--- src/rtl/cpu_types_pkg.sv ---
// Shared types and defaults for the multiport register file slice.
package cpu_types_pkg;

    localparam int unsigned DEF_DATA_W = 32;
    localparam int unsigned DEF_NREGS  = 32;
    localparam int unsigned DEF_SEL_W  = $clog2(DEF_NREGS);

    typedef logic [DEF_DATA_W-1:0] word_t;
    typedef logic [DEF_SEL_W-1:0]  regbits_t;

    localparam regbits_t ZERO_REG = '0;

endpackage

--- src/rtl/multiport_register_file_if.sv ---
// Decode/writeback bus of the multiport register file: read ports, write ports, issue and scoreboard status.
interface multiport_register_file_if
    import cpu_types_pkg::*;
#(
    parameter  int unsigned DATA_W = DEF_DATA_W,
    parameter  int unsigned NREGS  = DEF_NREGS,
    parameter  int unsigned N_RD   = 2,
    parameter  int unsigned N_WR   = 2,
    localparam int unsigned SEL_W  = $clog2(NREGS)
) ();

    logic [N_RD-1:0][SEL_W-1:0]  rsel;
    logic [N_RD-1:0][DATA_W-1:0] rdat;
    logic [N_RD-1:0]             rbusy;
    logic [N_WR-1:0]             wen;
    logic [N_WR-1:0][SEL_W-1:0]  wsel;
    logic [N_WR-1:0][DATA_W-1:0] wdat;
    logic                        iss_en;
    logic [SEL_W-1:0]            iss_sel;
    logic [SEL_W:0]              pend_cnt;
    logic                        sb_full;

    modport master (
        output rsel, wen, wsel, wdat, iss_en, iss_sel,
        input  rdat, rbusy, pend_cnt, sb_full
    );

    modport slave (
        input  rsel, wen, wsel, wdat, iss_en, iss_sel,
        output rdat, rbusy, pend_cnt, sb_full
    );

endinterface

--- src/rtl/rf_scoreboard.sv ---
// Per-register pending-write scoreboard with incremental pending count and full flag.
module rf_scoreboard
    import cpu_types_pkg::*;
#(
    parameter  int unsigned NREGS = DEF_NREGS,
    parameter  int unsigned N_WR  = 2,
    localparam int unsigned SEL_W = $clog2(NREGS)
) (
    input  logic                       CLK,
    input  logic                       RST,
    input  logic                       iss_en,
    input  logic [SEL_W-1:0]           iss_sel,
    input  logic [N_WR-1:0]            wen,
    input  logic [N_WR-1:0][SEL_W-1:0] wsel,
    output logic [NREGS-1:0]           pend,
    output logic [SEL_W:0]             pend_cnt,
    output logic                       sb_full
);

    logic [NREGS-1:0] r_pend;
    logic [SEL_W:0]   r_cnt;
    logic             r_full;
    logic [NREGS-1:0] w_set;
    logic [NREGS-1:0] w_clr;
    logic [NREGS-1:0] w_next;
    logic [SEL_W:0]   w_cnt_next;

    // A new issue supersedes a same-cycle writeback of the old producer.
    always_comb begin
        w_set      = '0;
        w_clr      = '0;
        w_next     = '0;
        w_cnt_next = r_cnt;
        for (int unsigned r = 1; r < NREGS; r++) begin
            w_set[r] = iss_en && (iss_sel == SEL_W'(r));
            for (int unsigned j = 0; j < N_WR; j++) begin
                if (wen[j] && (wsel[j] == SEL_W'(r))) begin
                    w_clr[r] = 1'b1;
                end
            end
            w_next[r] = w_set[r] | (r_pend[r] & ~w_clr[r]);
            if (!r_pend[r] && w_next[r]) begin
                w_cnt_next = w_cnt_next + (SEL_W+1)'(1);
            end else if (r_pend[r] && !w_next[r]) begin
                w_cnt_next = w_cnt_next - (SEL_W+1)'(1);
            end
        end
    end

    always_ff @(posedge CLK or posedge RST) begin
        if (RST) begin
            r_pend <= '0;
            r_cnt  <= '0;
            r_full <= 1'b0;
        end else begin
            r_pend <= w_next;
            r_cnt  <= w_cnt_next;
            r_full <= (w_cnt_next == (SEL_W+1)'(NREGS-1));
        end
    end

    assign pend     = r_pend;
    assign pend_cnt = r_cnt;
    assign sb_full  = r_full;

endmodule

--- src/rtl/multiport_register_file.sv ---
// N_RD-read / N_WR-write register file with r0 hardwired to zero and a RAW scoreboard.
// Define RF_BYPASS_EN to forward same-cycle write data to the read ports.
module multiport_register_file
    import cpu_types_pkg::*;
#(
    parameter  int unsigned DATA_W = DEF_DATA_W,
    parameter  int unsigned NREGS  = DEF_NREGS,
    parameter  int unsigned N_RD   = 2,
    parameter  int unsigned N_WR   = 2,
    localparam int unsigned SEL_W  = $clog2(NREGS)
) (
    input  logic                     CLK,
    input  logic                     RST,
    multiport_register_file_if.slave bus
);

    logic [DATA_W-1:0]           r_regs [NREGS];
    logic [NREGS-1:0]            w_pend;
    logic [N_RD-1:0][DATA_W-1:0] w_rdat;
    logic [N_RD-1:0]             w_rbusy;

    rf_scoreboard #(
        .NREGS (NREGS),
        .N_WR  (N_WR)
    ) u_sb (
        .CLK      (CLK),
        .RST      (RST),
        .iss_en   (bus.iss_en),
        .iss_sel  (bus.iss_sel),
        .wen      (bus.wen),
        .wsel     (bus.wsel),
        .pend     (w_pend),
        .pend_cnt (bus.pend_cnt),
        .sb_full  (bus.sb_full)
    );

    // Ports are scanned in ascending order so the highest-indexed writer lands last.
    always_ff @(posedge CLK or posedge RST) begin
        if (RST) begin
            for (int unsigned r = 0; r < NREGS; r++) begin
                r_regs[r] <= '0;
            end
        end else begin
            for (int unsigned r = 1; r < NREGS; r++) begin
                for (int unsigned j = 0; j < N_WR; j++) begin
                    if (bus.wen[j] && (bus.wsel[j] == SEL_W'(r))) begin
                        r_regs[r] <= bus.wdat[j];
                    end
                end
            end
        end
    end

    always_comb begin
        w_rdat  = '0;
        w_rbusy = '0;
        for (int unsigned i = 0; i < N_RD; i++) begin
            if (bus.rsel[i] != SEL_W'(ZERO_REG)) begin
                w_rdat[i]  = r_regs[bus.rsel[i]];
                w_rbusy[i] = w_pend[bus.rsel[i]];
`ifdef RF_BYPASS_EN
                for (int unsigned j = 0; j < N_WR; j++) begin
                    if (bus.wen[j] && (bus.wsel[j] == bus.rsel[i])) begin
                        w_rdat[i]  = bus.wdat[j];
                        w_rbusy[i] = 1'b0;
                    end
                end
`endif
            end
        end
    end

    assign bus.rdat  = w_rdat;
    assign bus.rbusy = w_rbusy;

endmodule

--- src/flat_wrapper.sv ---
// flat-port wrapper written by rule: the top's interface ports become plain ports
module multiport_register_file_flat import cpu_types_pkg::*;
#(
    parameter  int unsigned DATA_W = DEF_DATA_W,
    parameter  int unsigned NREGS  = DEF_NREGS,
    parameter  int unsigned N_RD   = 2,
    parameter  int unsigned N_WR   = 2,
    localparam int unsigned SEL_W  = $clog2(NREGS)
)
  (CLK, RST, bus_rsel, bus_wen, bus_wsel, bus_wdat, bus_iss_en, bus_iss_sel, bus_rdat, bus_rbusy, bus_pend_cnt, bus_sb_full);
  multiport_register_file_if #(.DATA_W(DATA_W), .NREGS(NREGS), .N_RD(N_RD), .N_WR(N_WR)) bus_i ();
  input  logic CLK;
  input  logic RST;
  input wire logic [$bits(bus_i.rsel)-1:0] bus_rsel;
  input wire logic [$bits(bus_i.wen)-1:0] bus_wen;
  input wire logic [$bits(bus_i.wsel)-1:0] bus_wsel;
  input wire logic [$bits(bus_i.wdat)-1:0] bus_wdat;
  input wire logic [$bits(bus_i.iss_en)-1:0] bus_iss_en;
  input wire logic [$bits(bus_i.iss_sel)-1:0] bus_iss_sel;
  output wire logic [$bits(bus_i.rdat)-1:0] bus_rdat;
  output wire logic [$bits(bus_i.rbusy)-1:0] bus_rbusy;
  output wire logic [$bits(bus_i.pend_cnt)-1:0] bus_pend_cnt;
  output wire logic [$bits(bus_i.sb_full)-1:0] bus_sb_full;
  assign bus_i.rsel = bus_rsel;
  assign bus_i.wen = bus_wen;
  assign bus_i.wsel = bus_wsel;
  assign bus_i.wdat = bus_wdat;
  assign bus_i.iss_en = bus_iss_en;
  assign bus_i.iss_sel = bus_iss_sel;
  assign bus_rdat = bus_i.rdat;
  assign bus_rbusy = bus_i.rbusy;
  assign bus_pend_cnt = bus_i.pend_cnt;
  assign bus_sb_full = bus_i.sb_full;
  multiport_register_file #(.DATA_W(DATA_W), .NREGS(NREGS), .N_RD(N_RD), .N_WR(N_WR)) u_core (.CLK(CLK), .RST(RST), .bus(bus_i));
endmodule
--- config.mk ---
export PLATFORM = sky130hd
export DESIGN_NAME = multiport_register_file_flat
export DESIGN_NICKNAME = d
export VERILOG_FILES = /design/src/rtl/cpu_types_pkg.sv /design/src/rtl/multiport_register_file_if.sv /design/src/rtl/rf_scoreboard.sv /design/src/rtl/multiport_register_file.sv /design/src/flat_wrapper.sv
export SDC_FILE = /design/constraint.sdc
export NUM_CORES = 2
export LEC_CHECK = 0
export BUFFER_PORTS_ARGS = -buffer_cell sky130_fd_sc_hd__buf_2
export CORE_MARGIN = 2
export CORE_UTILIZATION = 38
export CTS_CLUSTER_SIZE = 10
export DETAILED_ROUTE_END_ITERATION = 8
export HOLD_SLACK_MARGIN = 0.1
export PLACE_DENSITY = 0.64
export SLEW_MARGIN = 20
export SYNTH_ARGS = -nofsm -noshare
export SYNTH_HDL_FRONTEND = slang
export SYNTH_SLANG_ARGS = --single-unit
--- constraint.sdc ---
create_clock -name CLK -period 33.4 [get_ports CLK]
set_clock_uncertainty 0.05 [all_clocks]
set_input_delay 1.67 -clock CLK [delete_from_list [all_inputs] [get_ports CLK]]
set_output_delay 1.67 -clock CLK [all_outputs]
set_load 0.005 [all_outputs]
== Yosys cells after proc, flatten, opt, wreduce, memory -nomap -nowiden ==
Index checks and enable logic that the tools add are counted.
Storage, ports and cells
  register bits after elaboration: 1030
  input bits: 94
  output and inout port bits: 73
Operators by class
  add/subtract/negate cells: 62
  order comparisons: 4
  eq/ne operators: 94
  muxes and demuxes: 200
  bitwise gates (word level): 95
  reduce and logical (&&, ||, !) cells: 250
Operators with widths (count)
  2-to-1 mux 32 bit: 68
  2-to-1 mux 6 bit: 62
  binary-select mux 32 bit (select 5 bit): 2
  == test 5 bit (second input constant): 48
  adder 6 x 1 -> 6 bit (second input constant): 31
  subtractor 6 x 1 -> 6 bit (second input constant): 31
  logical AND 1 bit: 155
  == test 5 x 4 -> 1 bit (second input constant): 24
  2-to-1 mux 1 bit: 66
  zero test 1 bit: 62
  nonzero test 2 bit: 31
  == test 5 x 3 -> 1 bit (second input constant): 12
  AND 1 bit: 31
  inverter 1 bit: 31
  bitwise OR 1 bit: 31
  == test 5 x 2 -> 1 bit (second input constant): 6
  == test 5 x 1 -> 1 bit (second input constant): 3
  >= comparator 6 bit (second input constant): 2
  < comparator 5 x 6 -> 1 bit (second input constant): 2
  inverter 5 -> 6 bit: 2
  binary-select mux 1 bit (select 5 bit): 2
  nonzero test 5 bit: 2
  == test 6 x 5 -> 1 bit (second input constant): 1

== Logic depth before layout (Yosys ltp) ==
  depth in word-level cells: 102
  mapped depth: 150
  depth with buffers taken out: 149

== Hierarchy ==
From an unflattened synthesis, not the netlist that was laid out.
Second synthesis, totals
  cells, all modules: 7244
  area total of the unflattened synthesis: 72354.4 sq um
By module, submodules not included
  multiport_register_file: instances 1, cells each 5967, area each 62582.5 sq um, sequential area each 24823.8 sq um
  rf_scoreboard: instances 1, cells each 1277, area each 9771.9 sq um, sequential area each 950.9 sq um

== Least setup slack after synthesis ==
No wires, ideal clock.
  path type: input to register
  from: in bus_wsel[3]
  to: reg u_core.u_sb.r_full (netlist: u_core.u_sb.sb_full)
  setup time: 80 ps
  arrival time: 28278 ps
  path slack: 4992 ps
  cell stages on the path: 142
  path buffers: 1
  cell sequence: or4b_2 > o22ai_4 > a32oi_1 > and2_1 > clkbuf_2 > ha_1 > nand2_1 > o32a_1 > nand2_1 > inv_1 > ha_1 > nand2_1 > o21ai_0 > a31oi_2 > inv_1 > ha_1 > nor4_1 > a31oi_1 > [... 106 more ...] > nand2_1 > o22ai_1 > inv_1 > ha_1 > nor2_1 > o21ai_0 > nand2_1 > inv_1 > ha_1 > nor2_1 > a22oi_1 > inv_1 > ha_1 > nand2_1 > a21boi_0 > xor2_1 > nand4_1 > nor3b_2
Between the ends
  word-level cells in the longest chain between the ends: 102
  elaborated cells between the ends (all ways): 433
  classes of those cells: 60 x add/sub; 32 x eq/ne; 124 x mux; 93 x bitwise; 124 x reduce/logical
Ends and longest elaborated chain
  start, declared: RTL line flat_wrapper.sv:16  | input wire logic [$bits(bus_i.wsel)-1:0] bus_wsel;
  == test 5 x 1 -> 1 bit: RTL line rf_scoreboard.sv:37  | if (wen[j] && (wsel[j] == SEL_W'(r))) begin
  logical AND 1 bit: RTL line rf_scoreboard.sv:37
  2-to-1 mux 1 bit (2 in a row): RTL line rf_scoreboard.sv:37
  inverter 1 bit: RTL line rf_scoreboard.sv:41  | w_next[r] = w_set[r] | (r_pend[r] & ~w_clr[r]);
  AND 1 bit: RTL line rf_scoreboard.sv:41
  bitwise OR 1 bit: RTL line rf_scoreboard.sv:41
  zero test 1 bit: RTL line rf_scoreboard.sv:44  | end else if (r_pend[r] && !w_next[r]) begin
  logical AND 1 bit: RTL line rf_scoreboard.sv:44
  [... 86 more ...]
  subtractor 6 x 1 -> 6 bit: RTL line rf_scoreboard.sv:45  | w_cnt_next = w_cnt_next - (SEL_W+1)'(1);
  2-to-1 mux 6 bit: RTL line rf_scoreboard.sv:44
  2-to-1 mux 6 bit: RTL line rf_scoreboard.sv:42  | if (!r_pend[r] && w_next[r]) begin
  subtractor 6 x 1 -> 6 bit: RTL line rf_scoreboard.sv:45
  2-to-1 mux 6 bit: RTL line rf_scoreboard.sv:44
  2-to-1 mux 6 bit (*): RTL line rf_scoreboard.sv:42
  via u_core.u_sb.w_cnt_next[2]: RTL line rf_scoreboard.sv:26  | logic [SEL_W:0] w_cnt_next;
  == test 6 x 5 -> 1 bit (*): RTL line rf_scoreboard.sv:58  | r_full <= (w_cnt_next == (SEL_W+1)'(NREGS-1));
  end signal, assigned: RTL line rf_scoreboard.sv:58
  end, declared: RTL line rf_scoreboard.sv:22  | logic r_full;
Mark *: on every way through the listed nets, which the timed path passes. The rest lies on a longest branch.
A chain may end at the register's enable or synchronous reset.

== Worst setup path in the final report ==
  from: in bus_wsel[8]
  to: reg u_core.u_sb.r_full (netlist: u_core.u_sb.sb_full)
Between the ends
  word-level cells in the longest chain between the ends: 101
  elaborated cells between the ends (all ways): 402
  classes of those cells: 60 x add/sub; 32 x eq/ne; 93 x mux; 93 x bitwise; 124 x reduce/logical
Ends and longest elaborated chain (RTL line)
  == test 5 x 1 -> 1 bit: rf_scoreboard.sv:37
  logical AND 1 bit: rf_scoreboard.sv:37
  2-to-1 mux 1 bit: rf_scoreboard.sv:37
  inverter 1 bit: rf_scoreboard.sv:41
  AND 1 bit: rf_scoreboard.sv:41
  bitwise OR 1 bit: rf_scoreboard.sv:41
  zero test 1 bit: rf_scoreboard.sv:44
  logical AND 1 bit: rf_scoreboard.sv:44
  [... 86 more ...]
  subtractor 6 x 1 -> 6 bit: rf_scoreboard.sv:45
  2-to-1 mux 6 bit: rf_scoreboard.sv:44
  2-to-1 mux 6 bit: rf_scoreboard.sv:42
  subtractor 6 x 1 -> 6 bit: rf_scoreboard.sv:45
  2-to-1 mux 6 bit: rf_scoreboard.sv:44
  2-to-1 mux 6 bit (*): rf_scoreboard.sv:42
  via u_core.u_sb.w_cnt_next[2]: rf_scoreboard.sv:26
  == test 6 x 5 -> 1 bit (*): rf_scoreboard.sv:58
Marks and branches as above.

==> impl_metrics.json <==
{
  "worst_slew_pin_slew_ps": 1280,
  "grt_max_degree": 170,
  "timing.setup.tns_ps": 0,
  "timing.critical_path.fanout_max": 12,
  "synth-edff-count": 0,
  "crit_required_ps": 34030,
  "design.portCount": 167,
  "period_needed_ps": 31130,
  "synth_async_sr_flop_share_pct": 100,
  "max_slew_margin_pct": 14.9,
  "clock_latency_ps": 760,
  "cts.sink_count": 1030,
  "share_of_post_route_cells_with_drive_strength_above_1_pct": 19.6,
  "clockRootBuffer": "clkbuf_16",
  "synth_top_flop_cell": "dfrtp_1",
  "ant_nets": 0,
  "grt_use_total_pct": 27.3,
  "h-tree-depth": 3,
  "r2r-end": "u_core.u_sb.sb_full$_DFF_PP0_",
  "final_net_count": 6664,
  "antenna_found_initial": 31,
  "report.final.setup_viol": 0,
  "chipHeight_um": 438,
  "clock_tree_from_tritoncts": "yes",
  "dpl-instance-area_mm2": 0.0741,
  "worst_ep_arrival_time_ps": 31760,
  "tritoncts_buffers": 120,
  "floorplan.initialDensity_pct": 38.1,
  "synth_area_per_cell_um2": 10.5,
  "via_count": 57300,
  "area.growth.synth_to_final_pct": 8.73,
  "rows": 159,
  "setup_slack_of_the_worst_register_to_register_path_ps": 3250,
  "cts.reportedPaths.clkPinSlew_ps": 60,
  "final_max_slew_viol_count": 0,
  "grt_overflow_total": 0,
  "synth_seq_cells": 1030,
  "crit-reg2reg-launch": "u_core.u_sb.pend_cnt[0]$_DFF_PP0_",
  "std_cell_core_area_mm2": 0.187,
  "totalWireLength_mm": 268,
  "cpPeakStageDelay_ps": 760,
  "max-cap-violations": 0,
  "timing.reg2reg.worst_path_depth": 144,
  "grt_pass1_vias": 55500,
  "dr.first_iter.drc_count": 7750,
  "tot_pwr_mw": 6.18,
  "die_w_um": 438,
  "port_buffers": 166,
  "synth_area_mm2": 0.0714,
  "hold_end": "u_core.r_regs[817]$_DFFE_PP0P_",
  "synth-seq-area-share_pct": 36.1,
  "final_min_period_over_clock_period_pct": 93.2,
  "holdWs_ps": 539,
  "hp-class": "flip-flop to flip-flop",
  "globalplace.congestion": 0.962,
  "timing_worst_setup_path_type": "input port to flip-flop",
  "timing_hold_violations_final": 0,
  "max_freq_mhz": 32.1,
  "viasPerCell": 6.32,
  "hold_path_startpoint": "u_core.r_regs[817]$_DFFE_PP0P_",
  "postLayoutCellArea_mm2": 0.0776,
  "syn-num-nets": 6970,
  "worst_hold_path.num_cells": 2,
  "slowest_stage": "or4b_1",
  "worst_path_most_repeated_cell": "ha_1",
  "crit_path_end_kind": "flip-flop",
  "route.detailed.wl_per_inst_um": 29.5,
  "status": "completed",
  "post-dp-hpwl_mm": 150,
  "synthDistinctLibCells": 89,
  "power_density_cells_mw_per_mm2": 79.6,
  "critPathBufInv": 23,
  "setup.worst_path.start_class": "input port",
  "ir_drop_v": 0.000219,
  "global_route_wire_length_before_repair_mm": 388,
  "detail_route.drc_violations": 0,
  "ctsLongestPathBuffers": 3,
  "synth_cells": 6814,
  "p_leak_nw": 32.5,
  "critical-path-top-delay-family": "compound AO/OA/AOI/OAI gates",
  "grt_setup_unrepaired": "false",
  "drt_first_pass_iters": 7,
  "die_area_mm2": 0.191,
  "yosys_warnings": 32
}
==> through the flow <==
step / std cells / worst slack [ps] / utilization, %
finish: 9065 / 2270 / 41.5
global route: 9063 / 26.7 / 41.5
CTS: 9052 / 1440 / 41.4
detailed placement: 8879 / 776 / 39.6
global placement: 8879 / 1640 / 39.6
floorplan: 6814 / 2690 / -
==> worst max path at each step <==
stage	start	endpoint	slack (ps)	depth (start not counted)
floorplan	RST	u_core.r_regs[0]$_DFFE_PP0P_	2690	1
global placement	bus_wsel[8]	u_core.u_sb.sb_full$_DFF_PP0_	1640	143
detailed placement	bus_wsel[8]	u_core.u_sb.sb_full$_DFF_PP0_	780	143
CTS	bus_wsel[8]	u_core.u_sb.sb_full$_DFF_PP0_	1440	143
global route	bus_wsel[8]	u_core.u_sb.sb_full$_DFF_PP0_	30	144
finish	bus_wsel[8]	u_core.u_sb.sb_full$_DFF_PP0_	2270	144
==> worst reg2reg max path: cells and delay by family, from the launching register on <==
family	cells	cell delay, ps
mux	2	500
flops	1	510
xor+xnor	1	220
compound gates	57	12690
fa+ha+maj	31	9710
buf+inv	23	2470
simple gates	30	3940
==> synth_stat cells (9+ instances only) <==
master / n / share of area (%)
nor2b_1: 12 / 0.11
and3_1: 22 / 0.19
dfrtp_1: 1030 / 36
a31oi_1: 22 / 0.19
nor3b_1: 14 / 0.15
xnor3_1: 10 / 0.32
nor4_1: 14 / 0.12
or2_2: 17 / 0.15
nand4_1: 22 / 0.19
inv_1: 93 / 0.49
nand2_1: 640 / 3.4
xnor2_1: 117 / 1.4
a21o_1: 9 / 0.095
nand2b_1: 9 / 0.079
a41oi_1: 9 / 0.11
a21oi_1: 592 / 4.1
a22o_1: 66 / 0.81
xor2_1: 47 / 0.58
ha_1: 62 / 1.1
nand4b_1: 14 / 0.17
a22oi_1: 16 / 0.17
mux2_2: 134 / 2.1
nor2_1: 683 / 3.6
nor3_1: 43 / 0.30
mux4_2: 594 / 19
mux2i_1: 1021 / 14
and4_1: 11 / 0.13
a211oi_1: 9 / 0.095
nand3_1: 56 / 0.39
or3_1: 11 / 0.096
a21boi_0: 10 / 0.11
clkbuf_1: 582 / 3.1
and2_1: 17 / 0.15
o22ai_1: 17 / 0.15
buf_1: 110 / 0.58
o21ai_0: 514 / 3.6
==> registers in the layout (all words and copies together), names as in the netlist <==
register / cells
u_core.r_regs: 992
u_core.u_sb.pend_cnt: 6
u_core.u_sb.sb_full: 1
u_core.u_sb.pend: 31
==> placed cells by master (no fill, tap or decap), drive strengths merged, types with 23 or more instances in the layout <==
| cell | count |
|---|---|
| a21oi | 592 |
| a22o | 66 |
| a31oi | 23 |
| buf | 270 |
| clkbuf | 159 |
| dfrtp | 1030 |
| ha | 62 |
| inv | 101 |
| mux2 | 134 |
| mux2i | 1021 |
| mux4 | 594 |
| nand2 | 640 |
| nand3 | 56 |
| nor2 | 683 |
| nor3 | 44 |
| o21ai | 516 |
| xnor2 | 127 |
| xor2 | 52 |
==> repair_timing <==
action                                  CTS  global route
resized for setup                         0             9
hold buffers                              0             0
buffers inserted                          0             0
endpoints found under the setup margin    0             6
==> cell type report <==
class,count,area [µm²]
antenna,11,27.5
clock buffer,159,3280
clock inverter,14,150
fill,17500,110000
inverter,96,368
multi-input combinational,4990,43200
sequential,1030,25800
tap,2495,3120
timing repair buffer,270,1760
==> routing by layer <==
metal / wire length (µm) / share of wire, % / vias to the layer above / global-route usage [%]
li1: - / - / 24300 / -
met1: 103000 / 39 / 28700 / 36.3
met2: 119000 / 44 / 3536 / 41.0
met3: 29400 / 11 / 819 / 6.59
met4: 16200 / 6.1 / 24 / 15.1
met5: 133 / 0.050 / - / 0
==> report_power, final <==
group | leakage [nW] | internal [mW] | total (mW) | switching, mW
clock network | 1.68 | 0.682 | 1.23 | 0.544
logic | 18.3 | 1.38 | 3.09 | 1.71
registers | 12.5 | 1.59 | 1.87 | 0.273
total | 32.5 | 3.66 | 6.18 | 2.53
==> logic make-up (layout without fill, tap and decap cells) <==
logic type | after synthesis | after routing | synth area share [%]
muxes | 1749 | 1749 | 35.2
and+or+nand+nor | 1631 | 1631 | 9.82
AOI/OAI and AO/OA | 1348 | 1348 | 10.5
DFF | 1030 | 1030 | 36.1
buffers and inverters | 794 | 539 | 4.18
xor gates and xnor gates | 200 | 200 | 3.12
adders and majority gates | 62 | 62 | 1.09
other | 0 | 11 | 0
Power figures use the tool's default switching activity.
